<file path="src/rtl/interconnect_pkg.sv">
// Shared definitions for the ingress-to-egress round-robin interconnect:
// FSM encodings, port count and destination-field width.
package interconnect_pkg;

  localparam int N_PORTS = 4;
  localparam int DEST_W  = 2;

  typedef enum logic [1:0] {
    ST_IDLE  = 2'd0,
    ST_ARB   = 2'd1,
    ST_STALL = 2'd2
  } arb_state_e;

  function automatic logic [N_PORTS-1:0] dest_onehot(input logic [DEST_W-1:0] dest);
    dest_onehot       = '0;
    dest_onehot[dest] = 1'b1;
  endfunction

endpackage

</file>
<file path="src/rtl/rr_grant.sv">
// Combinational round-robin grant: first requester after last_grant, wrapping,
// with last_grant itself searched last.
module rr_grant
  import interconnect_pkg::*;
(
  input  logic [N_PORTS-1:0] req,
  input  logic [DEST_W-1:0]  last_grant,
  output logic [N_PORTS-1:0] grant,
  output logic [DEST_W-1:0]  grant_idx
);

  logic              found;
  logic [DEST_W-1:0] idx;

  always_comb begin
    grant     = '0;
    grant_idx = last_grant;
    found     = 1'b0;
    idx       = last_grant;
    for (int k = 1; k <= N_PORTS; k++) begin
      idx = last_grant + DEST_W'(k);
      if (!found && req[idx]) begin
        found      = 1'b1;
        grant[idx] = 1'b1;
        grant_idx  = idx;
      end
    end
  end

endmodule

</file>
<file path="src/rtl/round_robin_arbiter.sv">
// Drains four input FIFOs round-robin and routes each word to the output FIFO
// named by its two destination MSBs, through a two-stage pop-to-push pipeline.
module round_robin_arbiter
  import interconnect_pkg::*;
#(
  parameter int WORD_SIZE = 6
) (
  input  logic                           clk,
  input  logic                           reset,
  input  logic [N_PORTS-1:0]             fifo_empty,
  input  logic [N_PORTS*WORD_SIZE-1:0]   data_in,
  input  logic [N_PORTS-1:0]             almost_full,
  output logic [N_PORTS-1:0]             fifo_rd,
  output logic [N_PORTS-1:0]             push,
  output logic [WORD_SIZE-1:0]           data_out,
  output logic [1:0]                     state
);

  arb_state_e               state_q, state_d;
  logic [DEST_W-1:0]        last_grant_q, last_grant_d;
  logic                     rd_vld_p1_q, rd_vld_p1_d;
  logic [DEST_W-1:0]        rd_sel_p1_q, rd_sel_p1_d;
  logic [N_PORTS-1:0]       push_p2_q, push_p2_d;
  logic [WORD_SIZE-1:0]     data_p2_q, data_p2_d;

  logic                     any_full;
  logic                     any_req;
  logic                     pop_en;
  logic                     pop;
  logic [N_PORTS-1:0]       req;
  logic [N_PORTS-1:0]       grant;
  logic [DEST_W-1:0]        grant_idx;
  logic [N_PORTS-1:0]       fifo_rd_c;
  logic [WORD_SIZE-1:0]     sel_word_p1;

  assign req      = ~fifo_empty;
  assign any_req  = |req;
  assign any_full = |almost_full;

  rr_grant u_grant (
    .req        (req),
    .last_grant (last_grant_q),
    .grant      (grant),
    .grant_idx  (grant_idx)
  );

  // Stall is global: the destination of the next word is unknown until after its pop.
  always_comb begin
    pop_en    = (state_q == ST_ARB) && !any_full && !reset;
    fifo_rd_c = pop_en ? grant : '0;
    pop       = |fifo_rd_c;

    if (any_full)     state_d = ST_STALL;
    else if (any_req) state_d = ST_ARB;
    else              state_d = ST_IDLE;

    last_grant_d = pop ? grant_idx : last_grant_q;
    rd_vld_p1_d  = pop;
    rd_sel_p1_d  = pop ? grant_idx : rd_sel_p1_q;

    sel_word_p1 = '0;
    for (int k = 0; k < N_PORTS; k++) begin
      if (rd_sel_p1_q == DEST_W'(k)) sel_word_p1 = data_in[k*WORD_SIZE +: WORD_SIZE];
    end

    push_p2_d = rd_vld_p1_q ? dest_onehot(sel_word_p1[WORD_SIZE-1 -: DEST_W]) : '0;
    data_p2_d = rd_vld_p1_q ? sel_word_p1 : data_p2_q;
  end

  // Stage p1: pop registered; stage p2: popped word captured and routed.
  always_ff @(posedge clk) begin
    if (reset) begin
      state_q      <= ST_IDLE;
      last_grant_q <= DEST_W'(N_PORTS-1);
      rd_vld_p1_q  <= 1'b0;
      push_p2_q    <= '0;
      data_p2_q    <= '0;
    end else begin
      state_q      <= state_d;
      last_grant_q <= last_grant_d;
      rd_vld_p1_q  <= rd_vld_p1_d;
      push_p2_q    <= push_p2_d;
      data_p2_q    <= data_p2_d;
    end
  end

  always_ff @(posedge clk) begin
    rd_sel_p1_q <= rd_sel_p1_d;
  end

  assign fifo_rd  = fifo_rd_c;
  assign push     = reset ? '0 : push_p2_q;
  assign data_out = data_p2_q;
  assign state    = state_q;

endmodule
</file>
<file path="config.mk">
export PLATFORM = sky130hd
export DESIGN_NAME = round_robin_arbiter
export DESIGN_NICKNAME = d
export VERILOG_FILES = /design/src/rtl/interconnect_pkg.sv /design/src/rtl/rr_grant.sv /design/src/rtl/round_robin_arbiter.sv
export SDC_FILE = /design/constraint.sdc
export NUM_CORES = 1
export LEC_CHECK = 0
export ABC_AREA = 1
export BUFFER_PORTS_ARGS = -buffer_cell sky130_fd_sc_hd__buf_2
export CAP_MARGIN = 20
export CELL_PAD_IN_SITES_DETAIL_PLACEMENT = 1
export CELL_PAD_IN_SITES_GLOBAL_PLACEMENT = 2
export CORE_UTILIZATION = 25
export DETAILED_ROUTE_END_ITERATION = 8
export GPL_TIMING_DRIVEN = 0
export PLACE_DENSITY_LB_ADDON = 0.1
export SLEW_MARGIN = 20
export SYNTH_ARGS = -nofsm -noshare
export SYNTH_HDL_FRONTEND = slang
export SYNTH_SLANG_ARGS = --single-unit
</file>
<file path="constraint.sdc">
create_clock -name clk -period 2.95 [get_ports clk]
set_input_delay 0.7375 -clock clk [delete_from_list [all_inputs] [get_ports clk]]
set_output_delay 0.7375 -clock clk [all_outputs]
set_load 0.05 [all_outputs]
</file>
==> impl_metrics.tcl, run 1 <==
set metrics [dict create \
    die_x_um 73.10 \
    reg2regPathDepth 12 \
    detailedPlacementHpwl_mm 2.994 \
    post-route-period-util_pct 94.94 \
    maxCapViolations 0 \
    overall_die_area_um2 5343 \
    global_route.overflow_total 0 \
    synth_ff_type "sky130_fd_sc_hd__dfxtp_1" \
    final.setup_skew_ns 0.006673 \
    cts.clk_slew.worst_paths_ns 0.07 \
    numClockSinks 17 \
    worst_slack_ns 0.1492 \
    route.vias.total 1383 \
    outcome "completed" \
    setup_viol 0 \
    start_util_pct 26.41 \
    min_to "data_out[5]" \
    diodes 0 \
    post_synthesis_sequential_area_ratio_pct 28.51 \
    hold_path_startpoint "data_out[5]" \
    max-vdd-ir-drop_mv 0.1362 \
    post_synth_main_area_contributors "sky130_fd_sc_hd__dfxtp_1 24%, sky130_fd_sc_hd__nand2_1 14%, sky130_fd_sc_hd__nand3_1 9.9%" \
    timing.max_slew.rel_slack_pct 74.82 \
    root_buffer "sky130_fd_sc_hd__clkbuf_8" \
    cp_cell_sequence "inv_2, ha_4, inv_1, nand3_2, nand2_4, nor2_4, nand3_1, nand3_1, nand2_1, inv_1, buf_6" \
    slowest_stage "sky130_fd_sc_hd__dfxtp_2" \
    fin_util_pct 35.40 \
    syn-instance-count 179 \
    totalWireLength_mm 3.615 \
    routed_wire_length_per_instance_um 12.05 \
    route.detailed.drc 0 \
    synth.distinct_cells 28 \
    finish.net_count 274 \
    synthArstFlopShare_pct 0 \
    layout_overhead_on_the_synthesized_area_pct 34.06 \
    report.final.hold_viol_count 0 \
    core_region_area_um2 4786 \
    insertion_delay_of_the_later_clocked_pin_in_the_worst_skew_pair_ns 0.25 \
    cts_hold_buffers 0 \
    max_clock_freq_mhz 357.0 \
    placement_rows 25 \
    yosys_synthesis_warning_count 0 \
    r2r_setup_slack_ns 0.86 \
    detail_route.first_pass.iterations 4 \
    yosys_register_bits 17 \
    synth_area_per_cell_um2 7.060 \
    grt_setup_unrepaired "false" \
    critPathLaunchType "flip-flop" \
    critPathMaxStageDelay_ns 0.43 \
    critPathTopFamily "simple AND/OR/NAND/NOR gates" \
    rd_place_congestion 0.8565 \
    1st_iter_drt_viols 33 \
    fin_worst_hold_slack_ns 0.4728 \
    ratio_of_total_power_to_cell_area_nw_per_um2 284.8 \
    reg2reg_from "last_grant_q[1]" \
    synth.net_count 219 \
    clock_tree_from_tritoncts "yes" \
    combined_buffer_and_inverter_count_along_the_critical_path 4 \
    cts_made_buffers 3 \
    synthTopCellsByCount "46 x sky130_fd_sc_hd__nand2_1, 25 x sky130_fd_sc_hd__nand3_1, 19 x sky130_fd_sc_hd__inv_1, 15 x sky130_fd_sc_hd__dfxtp_1, 13 x sky130_fd_sc_hd__nor2_1" \
    routed_via_density 4.610 \
    crit_fanout 8 \
    netlist_area_um2 1264 \
    critical_path.reg2reg.endpoint "rd_sel_p1_q[0]" \
    worst_hold_path_type "flip-flop to flip-flop" \
    layout-drive-gt1-share_pct 35.62 \
    clock_tree.htree_level_count 1 \
    synth_most_common_cell "sky130_fd_sc_hd__nand2_1" \
    worstPathRequired_ns 2.21 \
    setup_total_negative_slack_ns 0 \
    timing_worst_setup_path_type "flip-flop to output port" \
    pre_cts_slack_ns -0.04947 \
    grt_max_degree 11 \
    worst_hold_path.num_cells 2 \
    p_leak_nw 0.8770 \
    cp_data_arrival_time_ns 2.06 \
    grtUsageTotal_pct 13.92 \
    yosys.area.top_type "sky130_fd_sc_hd__dfxtp_1" \
    ios 50 \
    drt.antenna.violating_nets 0 \
    yosys.area.top_type_share_pct 23.76 \
    stdcell_count 300 \
    maxSlewViolCount 0 \
    clockBufferDepth 2 \
    final.min_clock_period_ns 2.801 \
    critical_path.endpoint_type "output port" \
    synth_edf_count 2 \
    grt_pass1_vias 1348 \
    port-buffer-count 49 \
    dp_cells 295 \
    global_route_wire_length_before_repair_mm 5.844 \
    timing_worst_slew_pin_value_ns 0.3763 \
    grt_antenna_before_repair 0 \
    die_boundary_height_um 73.10 \
]
[flip-flops by register name, indices dropped and copies added, names as in the netlist]
register,cells
data_out,6
push_p2_q,4
last_grant_q,2
rd_sel_p1_q,2
state,2
rd_vld_p1_q,1
[metrics by stage]
stage | power (mW) | cell area, µm²
2_1_floorplan | 0.2776 | 1264
3_3_place_gp | 0.3114 | 1593
3_5_place_dp | 0.3132 | 1593
4_1_cts | 0.4871 | 1663
5_1_grt | 0.5082 | 1694
6_report | 0.4825 | 1694
[cells by family (layout without fill, tap and decap cells)]
| logic type | count (synthesis) | in the layout | share of synthesized area, % |
|---|---|---|---|
| AND/OR/NAND/NOR | 109 | 110 | 45.64 |
| XOR/XNOR | 1 | 1 | 0.6932 |
| buffers and inverters | 26 | 79 | 8.911 |
| flip-flops | 17 | 17 | 28.52 |
| AO/OA/AOI/OAI | 20 | 20 | 10.30 |
| adder cells (fa/ha/maj) | 6 | 6 | 5.940 |
[tightest hold or removal path: stages (launching register included)]
cell                      delay, ns
sky130_fd_sc_hd__dfxtp_1       0.31
sky130_fd_sc_hd__nand3_1       0.07
sky130_fd_sc_hd__nand2_1       0.05
[cells in the final DEF (no fill, tap or decap), drive strengths merged, types with 3 or more instances in the layout]
cell	netlist	layout
ha	6	6
clkbuf	2	6
o21ai	7	7
a21oi	3	3
dfxtp	15	15
a221oi	4	4
buf	1	50
nand2	58	58
inv	22	22
nor2	16	17
nand3	30	30
[power breakdown]
group          switching (mW)  internal [mW]
clock                  0.0762         0.0958
combinational          0.0439         0.0314
sequential            0.00106          0.234
[routing by layer]
layer / up-vias / global-route usage [%] / part of all wire, %
li1: 699 / - / -
met1: 639 / 15.49 / 41
met2: 35 / 26.85 / 53
met4: 0 / 5.664 / 2.3
met3: 10 / 1.105 / 3.8
met5: - / 0 / 0
[area by class of cell]
class | instances | area, µm²
fill | 635 | 3092
tap | 67 | 83.83
sequential | 17 | 365.4
timing repair buffer | 50 | 274.0
inverter | 23 | 93.84
multi-input combinational | 137 | 824.5
clock buffer | 4 | 45.04
buffer | 2 | 7.507
[repair_timing]
action | 4_1_cts | 5_1_grt
endpoints found under the hold margin | 0 | 0
pin swaps | 0 | 2
resized for setup | 9 | 6
endpoints found under the setup margin | 4 | 4
cloned | 0 | 1
setup buffers | 0 | 1
[worst max path at each step]
| stage | depth (start not counted) | start | endpoint | slack, ns |
|---|---|---|---|---|
| floorplan | 11 | last_grant_q[0] | fifo_rd[1] | 0.29 |
| global placement | 11 | last_grant_q[1] | fifo_rd[2] | -0.001 |
| detailed placement | 11 | last_grant_q[1] | fifo_rd[2] | -0.05 |
| CTS | 12 | last_grant_q[0] | fifo_rd[2] | 0.008 |
| global route | 11 | last_grant_q[1] | fifo_rd[1] | 0.003 |
| finish | 11 | last_grant_q[1] | fifo_rd[0] | 0.15 |
No activity file was read; power rests on OpenSTA's default activity.
==> run 2, diff against run 1 <==
Settings changed: GPL_TIMING_DRIVEN 0 to unset.
==> impl_metrics.tcl, run 2 (synthesis results as in run 1) <==
set metrics [dict create \
    layout_overhead_on_the_synthesized_area_pct 32.57 \
    global_route.overflow_total 0 \
    worst_hold_path_type "flip-flop to flip-flop" \
    core_region_area_um2 4786 \
    1st_iter_drt_viols 32 \
    setup_total_negative_slack_ns 0 \
    cp_cell_sequence "inv_8, ha_2, inv_1, nand3_2, nand2_4, nor2_8, nand3_1, nand3_1, nand2_1, inv_1, buf_4" \
    cts.clk_slew.worst_paths_ns 0.06 \
    cp_data_arrival_time_ns 2.06 \
    worstPathRequired_ns 2.21 \
    drt.antenna.violating_nets 0 \
    stdcell_count 300 \
    rd_place_congestion 0.7686 \
    pre_cts_slack_ns 0.1369 \
    timing_worst_slew_pin_value_ns 0.3829 \
    layout-drive-gt1-share_pct 35.62 \
    finish.net_count 274 \
    clock_tree.htree_level_count 1 \
    worst_slack_ns 0.1557 \
    die_x_um 73.10 \
    placement_rows 25 \
    numClockSinks 17 \
    ratio_of_total_power_to_cell_area_nw_per_um2 286.1 \
    grt_setup_unrepaired "false" \
    setup_viol 0 \
    fillCellCount 639 \
    die_boundary_height_um 73.10 \
    detail_route.first_pass.iterations 4 \
    maxSlewViolCount 0 \
    cts_hold_buffers 0 \
    post-route-period-util_pct 94.72 \
    flip_flop_count_of_the_largest_register_after_layout 6 \
    max-vdd-ir-drop_mv 0.1452 \
    postCtsSetupBuffers 0 \
    clock_tree_from_tritoncts "yes" \
    critical_path.endpoint_type "output port" \
    timing.max_slew.rel_slack_pct 74.38 \
    diodes 0 \
    combined_buffer_and_inverter_count_along_the_critical_path 4 \
    report.final.hold_viol_count 0 \
    layout.cells.most_common_list "46 x sky130_fd_sc_hd__nand2_1, 45 x sky130_fd_sc_hd__buf_2, 24 x sky130_fd_sc_hd__nand3_1" \
    grt_antenna_before_repair 0 \
    start_util_pct 26.41 \
    critPathTopFamily "simple AND/OR/NAND/NOR gates" \
    global_route_wire_length_before_repair_mm 6.285 \
    clockBufferDepth 2 \
    p_leak_nw 0.8862 \
    ios 50 \
    totalWireLength_mm 3.759 \
    detailedPlacementHpwl_mm 3.281 \
    route.detailed.drc 0 \
    crit_fanout 10 \
    outcome "completed" \
    critPathLaunchType "flip-flop" \
    cts_made_buffers 3 \
    grt_max_degree 12 \
    fin_util_pct 35.01 \
    slowest_stage "sky130_fd_sc_hd__dfxtp_4" \
    overall_die_area_um2 5343 \
    root_buffer "sky130_fd_sc_hd__clkbuf_8" \
    stdcell_area_um2 1675 \
    timing_worst_setup_path_type "flip-flop to output port" \
    maxCapViolations 0 \
    instance_area_at_placement_um2 1604 \
    max_clock_freq_mhz 357.9 \
    grt_pass1_vias 1442 \
    mostFrequentLayoutCell "sky130_fd_sc_hd__nand2_1" \
    routed_wire_length_per_instance_um 12.53 \
    final.min_clock_period_ns 2.794 \
    critPathMaxStageDelay_ns 0.38 \
    dp_cells 296 \
    final.setup_skew_ns 0.0003853 \
    insertion_delay_of_the_later_clocked_pin_in_the_worst_skew_pair_ns 0.25 \
    route.vias.total 1374 \
    routed_via_density 4.580 \
    grtUsageTotal_pct 15.17 \
    port-buffer-count 49 \
]
run 2: changes by cell type in the layout (fill, tap and decap cells not counted), sizes merged:
cell / previous run / this run
buf: 50 / 53
nor2: 17 / 16
clkbuf: 6 / 4
run 2: power breakdown:
part | switching (mW) | internal (mW) | leakage [nW] | total (mW)
Clock | 0.0749 | 0.0957 | 0.0228 | 0.171
Sequential | 0.00107 | 0.234 | 0.139 | 0.235
Combinational | 0.0425 | 0.0308 | 0.724 | 0.0733
Total | 0.119 | 0.361 | 0.886 | 0.479
run 2: worst register-to-register path, cell delays in order (launching register included):
cell and delay [ns]:
sky130_fd_sc_hd__dfxtp_4 0.38, sky130_fd_sc_hd__inv_8 0.05, sky130_fd_sc_hd__ha_2 0.38, sky130_fd_sc_hd__inv_1 0.10
sky130_fd_sc_hd__nand3_2 0.12, sky130_fd_sc_hd__nand2_4 0.09, sky130_fd_sc_hd__nor2_8 0.16, sky130_fd_sc_hd__nand3_1 0.11
sky130_fd_sc_hd__nand3_1 0.10, sky130_fd_sc_hd__nand2_1 0.08, sky130_fd_sc_hd__nand2_2 0.08, sky130_fd_sc_hd__inv_2 0.05
sky130_fd_sc_hd__nand2_4 0.08
run 2: through the flow:
step	total power [mW]	hold slack, ns
2_1_floorplan	0.2776	0.4814
3_3_place_gp	0.3133	0.4676
3_5_place_dp	0.3146	0.4830
4_1_cts	0.4891	0.4937
5_1_grt	0.5039	0.5247
6_report	0.4793	0.4859
run 2: worst paths after layout:
| check | from | to | slack [ns] | cells after the start |
|---|---|---|---|---|
| max | last_grant_q[0] | fifo_rd[1] | 0.16 | 11 |
| max reg2reg | last_grant_q[0] | rd_sel_p1_q[0] | 0.90 | 12 |
| min reg2reg | data_out[5] | data_out[5] | 0.49 | 2 |
| min | data_out[5] | data_out[5] | 0.49 | 2 |
run 2: area by class of cell:
type / count / area [µm²] / area share, %
Timing Repair Buffer: 53 / 285.3 / 17.03
Sequential cell: 17 / 364.1 / 21.73
Clock buffer: 4 / 45.04 / 2.689
Inverter: 23 / 93.84 / 5.601
Tap cell: 67 / 83.83 / 5.004
Multi-Input combinational cell: 136 / 803.3 / 47.95
run 2: layer usage:
metal	part of all wire, %	vias up	track usage [%]
li1	-	700	-
met1	39	632	15.58
met2	56	34	30.45
met3	4.1	8	2.486
met4	1.6	0	5.011
met5	0	-	0
run 2: repair_timing:
| action | 4_1_cts | 5_1_grt |
|---|---|---|
| resized for setup | 5 | 4 |
| pin swaps | 0 | 1 |
| endpoints found under the setup margin | 4 | 4 |
==> run 3, diff against run 2 <==
Settings changed: CORE_UTILIZATION 25 to 23.
Clock period 2.95 ns to 2.55 ns, I/O delays scaled along.
==> impl_metrics.tcl, run 3 (synthesis results as in run 1) <==
set metrics [dict create \
    fin_worst_hold_slack_ns 0.5094 \
    total_power_uw 570.7 \
    timing_worst_setup_path_type "flip-flop to output port" \
    final.setup_skew_ns 0.008361 \
    stdcell_count 312 \
    setup_total_negative_slack_ns 0 \
    root_buffer "sky130_fd_sc_hd__clkbuf_8" \
    flip_flop_count_of_the_largest_register_after_layout 6 \
    final.min_clock_period_ns 2.493 \
    global_route.overflow_total 0 \
    layout-drive-gt1-share_pct 45.45 \
    clock_tree.htree_level_count 1 \
    drt.antenna.violating_nets 0 \
    insertion_delay_of_the_later_clocked_pin_in_the_worst_skew_pair_ns 0.25 \
    seq_power_share_pct 47.7 \
    1st_iter_drt_viols 31 \
    maxCapViolations 0 \
    stdcell_area_um2 1878 \
    detail_route.first_pass.iterations 3 \
    crit_fanout 6 \
    finish.net_count 283 \
    route.detailed.drc 0 \
    grt_setup_unrepaired "true" \
    combPwrFrac_pct 16.4 \
    cts_hold_buffers 0 \
    diodes 0 \
    p_int_uw 420.7 \
    global_route_wire_length_before_repair_mm 6.762 \
    pre_cts_slack_ns -0.03279 \
    route.vias.total 1425 \
    report.final.hold_viol_count 0 \
    ios 50 \
    worst_hold_path_type "flip-flop to flip-flop" \
    die_boundary_height_um 76.13 \
    instance_area_at_placement_um2 1675 \
    critical_path.endpoint_type "output port" \
    power.share.switching_pct 26.28 \
    rd_place_congestion 0.7813 \
    clock_tree_from_tritoncts "yes" \
    fin_util_pct 36.08 \
    mostFrequentLayoutCell "sky130_fd_sc_hd__buf_2" \
    outcome "completed" \
    post-route-period-util_pct 97.77 \
    layout.cells.most_common_list "45 x sky130_fd_sc_hd__buf_2, 40 x sky130_fd_sc_hd__nand2_1, 20 x sky130_fd_sc_hd__nand3_1" \
    grt_pass1_vias 1536 \
    core_region_area_um2 5205 \
    critPathLaunchType "flip-flop" \
    dp_cells 306 \
    max_clock_freq_mhz 401.1 \
    routed_wire_length_per_instance_um 12.97 \
    grt_antenna_before_repair 0 \
    die_x_um 76.13 \
    power.net_switching_uw 150.0 \
    r2r_setup_slack_ns 0.56 \
    worstPathRequired_ns 1.91 \
    routed_via_density 4.567 \
    cts.clk_slew.worst_paths_ns 0.07 \
    cts_made_buffers 3 \
    grt_max_degree 12 \
    cp_data_arrival_time_ns 1.86 \
    layout_overhead_on_the_synthesized_area_pct 48.61 \
    timing.max_slew.rel_slack_pct 76.19 \
    clock_power_share_pct 35.9 \
    placement_rows 26 \
    numClockSinks 17 \
    clockBufferDepth 2 \
    port-buffer-count 49 \
    totalWireLength_mm 4.047 \
    timing_worst_slew_pin_value_ns 0.3559 \
    start_util_pct 24.28 \
    setup_viol 0 \
    overall_die_area_um2 5795 \
    grtUsageTotal_pct 14.46 \
    max-vdd-ir-drop_mv 0.1527 \
    worst_slack_ns 0.05680 \
    maxSlewViolCount 0 \
    detailedPlacementHpwl_mm 3.364 \
    p_leak_nw 0.9217 \
    ratio_of_total_power_to_cell_area_nw_per_um2 303.9 \
]
[run 3: cell types whose count changed in the layout (fill, tap and decap cells not counted), sizes merged]
cell      previous run  this run
inv                 22        18
clkbuf               4         3
clkinvlp             0         5
nor2                16        17
buf                 53        61
[run 3: final cells by class]
class                   count  area (µm²)
repair buffers             61       379.1
inverters                  23       108.9
well taps                  70       87.58
fillers                   680        3327
clock inverters             1       7.507
multi-input cells         137       888.4
flip-flops and latches     17       365.4
clock buffers               3       41.29
[run 3: worst max-delay path, stage by stage, from the launching register on]
cell	delay (ns)
sky130_fd_sc_hd__dfxtp_4	0.39
sky130_fd_sc_hd__inv_8	0.03
sky130_fd_sc_hd__ha_4	0.29
sky130_fd_sc_hd__inv_2	0.07
sky130_fd_sc_hd__nand3_4	0.09
sky130_fd_sc_hd__nand2_8	0.09
sky130_fd_sc_hd__nor2_8	0.14
sky130_fd_sc_hd__nand3_2	0.08
sky130_fd_sc_hd__nand3_1	0.10
sky130_fd_sc_hd__nand2_2	0.08
sky130_fd_sc_hd__clkinvlp_4	0.09
sky130_fd_sc_hd__buf_8	0.14
[run 3: path summary, 6_finish.rpt]
path | to | cells after the start | start
min | data_out[5] | 2 | data_out[5]
min reg2reg | data_out[5] | 2 | data_out[5]
max reg2reg | rd_sel_p1_q[0] | 13 | last_grant_q[0]
max | fifo_rd[1] | 11 | last_grant_q[0]
[run 3: per-layer routing]
layer	up-vias	wire length [µm]	track usage, %
li1	718	-	-
met2	24	2352	30.55
met5	-	0	0
met1	677	1524	13.94
met4	0	48	4.615
met3	6	120	2.156
[run 3: what timing repair did]
item | 4_1_cts | 5_1_grt
buffers inserted | 1 | 0
cloned | 1 | 0
gates resized for setup | 18 | 17
pin swaps | 6 | 8
endpoints found under the setup margin | 4 | 4
hold endpoints to repair | 0 | 0
[run 3: power groups by stage]
stage | clock network [mW] | logic (mW) | registers [mW]
floorplan | 0 | 0.0373 | 0.284
global placement | 0 | 0.0822 | 0.279
detailed placement | 0 | 0.0851 | 0.279
CTS | 0.212 | 0.0900 | 0.272
global route | 0.221 | 0.103 | 0.272
finish | 0.205 | 0.0937 | 0.272
